==> src/rtl/iob_csrs_manager.sv <==
// IOb manager front-end: accepts one command at a time, drives a single IOb request,
// waits for ready/rvalid with an optional timeout, and holds a completion record until taken.
module iob_csrs_manager #(
    parameter int ADDR_W    = 4,
    parameter int DATA_W    = 32,
    parameter int TIMEOUT_W = 8,
    parameter int TIMEOUT   = 255
) (
    input  logic                  clk_i,
    input  logic                  cke_i,
    input  logic                  rst_i,
    input  logic                  cmd_valid_i,
    output logic                  cmd_ready_o,
    input  logic                  cmd_we_i,
    input  logic [ADDR_W-1:0]     cmd_addr_i,
    input  logic [DATA_W-1:0]     cmd_wdata_i,
    input  logic [DATA_W/8-1:0]   cmd_wstrb_i,
    output logic                  iob_valid_o,
    output logic [ADDR_W-1:0]     iob_addr_o,
    output logic [DATA_W-1:0]     iob_wdata_o,
    output logic [DATA_W/8-1:0]   iob_wstrb_o,
    input  logic                  iob_ready_i,
    input  logic                  iob_rvalid_i,
    input  logic [DATA_W-1:0]     iob_rdata_i,
    output logic                  rsp_valid_o,
    output logic [DATA_W-1:0]     rsp_rdata_o,
    output logic                  rsp_err_o,
    input  logic                  rsp_ready_i
);
    localparam int STRB_W = DATA_W / 8;

    typedef enum logic [1:0] {IDLE, REQ, WAIT_RVALID, RSP} state_t;

    state_t                state_q, state_d;
    logic                  we_q, we_d;
    logic [ADDR_W-1:0]     addr_q, addr_d;
    logic [DATA_W-1:0]     wdata_q, wdata_d;
    logic [STRB_W-1:0]     wstrb_q, wstrb_d;
    logic [TIMEOUT_W-1:0]  cnt_q, cnt_d, cnt_inc;
    logic [DATA_W-1:0]     rdata_q, rdata_d;
    logic                  err_q, err_d;
    logic                  tmo;

    always_comb begin
        state_d = state_q;
        we_d    = we_q;
        addr_d  = addr_q;
        wdata_d = wdata_q;
        wstrb_d = wstrb_q;
        cnt_d   = cnt_q;
        rdata_d = rdata_q;
        err_d   = err_q;
        // Timeout fires on the last allowed waiting cycle; an awaited event in that cycle wins.
        tmo     = (TIMEOUT != 0) && (cnt_q == TIMEOUT_W'(TIMEOUT - 1));
        cnt_inc = ((TIMEOUT != 0) && (cnt_q == TIMEOUT_W'(TIMEOUT))) ? cnt_q : cnt_q + 1'b1;
        case (state_q)
            IDLE: begin
                if (cmd_valid_i) begin
                    we_d    = cmd_we_i;
                    addr_d  = cmd_addr_i;
                    wdata_d = cmd_wdata_i;
                    wstrb_d = (cmd_we_i && cmd_wstrb_i == '0) ? '1 : cmd_wstrb_i;
                    cnt_d   = '0;
                    state_d = REQ;
                end
            end
            REQ: begin
                if (iob_ready_i) begin
                    if (we_q || iob_rvalid_i) begin
                        rdata_d = we_q ? '0 : iob_rdata_i;
                        err_d   = 1'b0;
                        state_d = RSP;
                    end else begin
                        state_d = WAIT_RVALID;
                    end
                end else begin
                    cnt_d = cnt_inc;
                    if (tmo) begin
                        rdata_d = '0;
                        err_d   = 1'b1;
                        state_d = RSP;
                    end
                end
            end
            WAIT_RVALID: begin
                if (iob_rvalid_i) begin
                    rdata_d = iob_rdata_i;
                    err_d   = 1'b0;
                    state_d = RSP;
                end else begin
                    cnt_d = cnt_inc;
                    if (tmo) begin
                        rdata_d = '0;
                        err_d   = 1'b1;
                        state_d = RSP;
                    end
                end
            end
            RSP: begin
                if (rsp_ready_i) state_d = IDLE;
            end
            default: state_d = IDLE;
        endcase
    end

    always_ff @(posedge clk_i) begin
        if (rst_i) begin
            state_q <= IDLE;
            we_q    <= 1'b0;
            addr_q  <= '0;
            wdata_q <= '0;
            wstrb_q <= '0;
            cnt_q   <= '0;
            rdata_q <= '0;
            err_q   <= 1'b0;
        end else if (cke_i) begin
            state_q <= state_d;
            we_q    <= we_d;
            addr_q  <= addr_d;
            wdata_q <= wdata_d;
            wstrb_q <= wstrb_d;
            cnt_q   <= cnt_d;
            rdata_q <= rdata_d;
            err_q   <= err_d;
        end
    end

    // All outputs are registers or state decodes; nothing flows through from inputs.
    assign cmd_ready_o = (state_q == IDLE);
    assign iob_valid_o = (state_q == REQ);
    assign iob_addr_o  = addr_q;
    assign iob_wdata_o = wdata_q;
    assign iob_wstrb_o = (state_q == REQ && we_q) ? wstrb_q : '0;
    assign rsp_valid_o = (state_q == RSP);
    assign rsp_rdata_o = rdata_q;
    assign rsp_err_o   = err_q;

endmodule

==> config.mk <==
export PLATFORM = sky130hd
export DESIGN_NAME = iob_csrs_manager
export DESIGN_NICKNAME = d
export VERILOG_FILES = /design/src/rtl/iob_csrs_manager.sv
export SDC_FILE = /design/constraint.sdc
export NUM_CORES = 1
export LEC_CHECK = 0
export CAP_MARGIN = 20
export CORE_MARGIN = 2
export CORE_UTILIZATION = 40
export DETAILED_ROUTE_END_ITERATION = 8
export GPL_ROUTABILITY_DRIVEN = 0
export PLACE_DENSITY_LB_ADDON = 0.2
export SETUP_SLACK_MARGIN = 0.2
export SYNTH_ARGS = -nofsm -noshare
export SYNTH_HDL_FRONTEND = slang
export SYNTH_SLANG_ARGS = --single-unit
==> constraint.sdc <==
create_clock -name clk_i -period 2.4 [get_ports clk_i]
set_clock_uncertainty 0.05 [all_clocks]
set_input_delay 0.24 -clock clk_i [delete_from_list [all_inputs] [get_ports clk_i]]
set_output_delay 0.24 -clock clk_i [all_outputs]
set_load 0.05 [all_outputs]
==> run metrics <==
status finished clean; Slew Limit Fails 0; syn nets between 400 and 500; Hold Startpoint cmd_wdata_i[19]; crit path from state_q[1]$_SDFFE_PP0P_; Clock Tree Buf Depth 2; Avg Inst Size Synth ~9.0 um2; leading cell types in the layout, fill and taps excluded clkdlybuf4s50_1, dfxtp_1, nand2_1; Hold Crit Class in -> reg; Routed WL around 9000 um; die extent in x slightly above 90 um; pin count of the biggest net entering global routing 51; Post-synth ARST share 0%; Worst Tran Pin Value 537 ps; Seq. cell area around 1700 um2; CTS tree yes; DIE AREA slightly below 9000 um2; area grow syn2layout 59.5%; total grt overflow 0; Post-synth EDFFs 0; cts hold-fix bufs 0; IO Count about 160; first-pass GRT wire length approximately 14000 um; area of the multi-input gates 1400 um2; row count 32; met2 usage approximately 34%; RSZ-0062 raised after global routing yes; clk slew on worst S/H paths around 100 ps; final setup violating endpoints 0; synth unique cells 34; met3 usage 7.90%; Seq/Total Area, Yosys a little over half; port bufs 155; filler instances 650; routed length per instance between 10 and 15 um; vias in the first global route between 3000 and 4000; final net count 597; Peak Freq around 0.46 GHz; setup_tns 0 ps; overall power 3.02 mW; worst skew pair latency 360 ps; initial drt markers 124; crit path max fanout 9; area of the mapped netlist about 3200 um2; htree depth 3; hpwl dp roughly 6300 um; vias per cell roughly 5.1; critical path class reg -> reg; DRC Markers 0; WP data arrival roughly 2400 ps; overall global routing resource usage about 21%; CP required between 2000 and 3000 ps; clock sinks 84; antenna cells 0; DIE HEIGHT between 90 and 100 um; CP startpoint kind register; root buffer cell clkbuf_8; main flop type after synthesis dfxtp_1; element type at the critical path end register; reg2reg start state_q[1]$_SDFFE_PP0P_; core area roughly 7700 um2; leakage roughly 1.9 nW; Starting Density approximately two fifths; final hold vios 0; total CTS buffers 9; initial antenna violation count 0; max_cap viols 0; Slew Limit Headroom 64.1%; min cycle time layout ~2200 ps; commonest non-fill, non-tap cell in the layout clkdlybuf4s50_1; Yosys reg bits 84; busiest grt layer met2; PwrDens between 500 and 600 nW/um2; YS warnings 0; Final ANT Viol Nets 0; share of layout cells above drive strength 1 between 8 and 9%; First-pass DRT Iterations 4; Tcrit/Tclk final ~90%; Vias around 3100; GR Layer Usage met1 24.2%; post-synthesis cell count 354; peak supply drop about 0.47 mV
==> cell type report <==
| class | instances | share of cell area, % |
|---|---|---|
| multi-input cells | 236 | 27.6 |
| clock inverters | 7 | 1.13 |
| clock buffers | 9 | 2.44 |
| well taps | 102 | 2.51 |
| inverters | 11 | 0.812 |
| repair buffers | 167 | 32.3 |
| flip-flops and latches | 84 | 33.2 |
==> cell families (layout without fill, tap and decap cells) <==
family,Yosys count,in the layout,share of synthesized area (%)
fa+ha+maj,8,8,3.14
buf+inv,34,194,4.16
simple gates,124,124,17.5
compound gates,102,102,21.8
mux,2,2,0.628
flops,84,84,52.7
==> Yosys cell counts (all sizes together), types with 3 or more instances <==
cell type | n | area, um2
and3 | 5 | 31.3
nor3 | 7 | 35.0
nor4 | 3 | 25.0
nor2 | 11 | 41.3
o31ai | 3 | 22.5
nand2 | 77 | 289
dfxtp | 84 | 1680
buf | 5 | 23.8
a211oi | 5 | 37.5
a21oi | 45 | 225
a22o | 33 | 289
inv | 11 | 41.3
nand3 | 6 | 30.0
ha | 8 | 100
o21ai | 6 | 30.0
or4 | 5 | 37.5
clkbuf | 18 | 67.6
a2111oi | 4 | 41.3
==> sequential cells by signal, summed over array words and instances, names as in the netlist <==
name,cells
wstrb_q,4
state_q,2
we_q,1
iob_addr_o,4
cnt_q,8
iob_wdata_o,32
rsp_rdata_o,32
rsp_err_o,1
==> critical path: stages, from the launching register on <==
cell	delay [ps]
dfxtp_4	380
inv_1	90
ha_2	240
a22o_1	230
or3_4	440
or4_1	510
a21oi_1	150
==> repair_timing <==
action	4_1_cts	5_1_grt
setup endpoints to repair	7	14
pin swaps	1	4
buffers inserted	0	2
resized for setup	3	7
hold endpoints to repair	0	0
==> power breakdown <==
part           internal (mW)  switching [mW]
sequential              1.45          0.0306
clock                  0.390           0.552
combinational          0.263           0.342
==> stage by stage <==
stage	util, %	setup WS (ps)	hold WS, ps	area, um2	cells
6_report	65.8	237	364	5080	616
5_1_grt	65.8	140	367	5080	616
4_1_cts	65.4	207	357	5050	614
3_5_place_dp	63.0	140	398	4870	598
3_3_place_gp	63.0	195	391	4870	598
2_1_floorplan	-	221	323	3190	354
==> per-layer routing <==
| layer | vias up | part of all wire, % | wire length [um] |
|---|---|---|---|
| met4 | 0 | 1.7 | 157 |
| met1 | 1458 | 41 | 3680 |
| met2 | 94 | 50 | 4460 |
| met3 | 13 | 7.6 | 686 |
| li1 | 1554 | - | - |
| met5 | - | 0 | 0 |
==> final timing paths <==
path                                  end  slack, ps  cells past startpoint
max reg2reg         cnt_q[3]$_SDFFE_PP0P_        240                      6
max                 cnt_q[3]$_SDFFE_PP0P_        240                      6
min reg2reg  iob_wdata_o[12]$_SDFFE_PP0P_        410                      2
min          iob_wdata_o[19]$_SDFFE_PP0P_        360                      3
No activity file was read; power rests on OpenSTA's default activity.
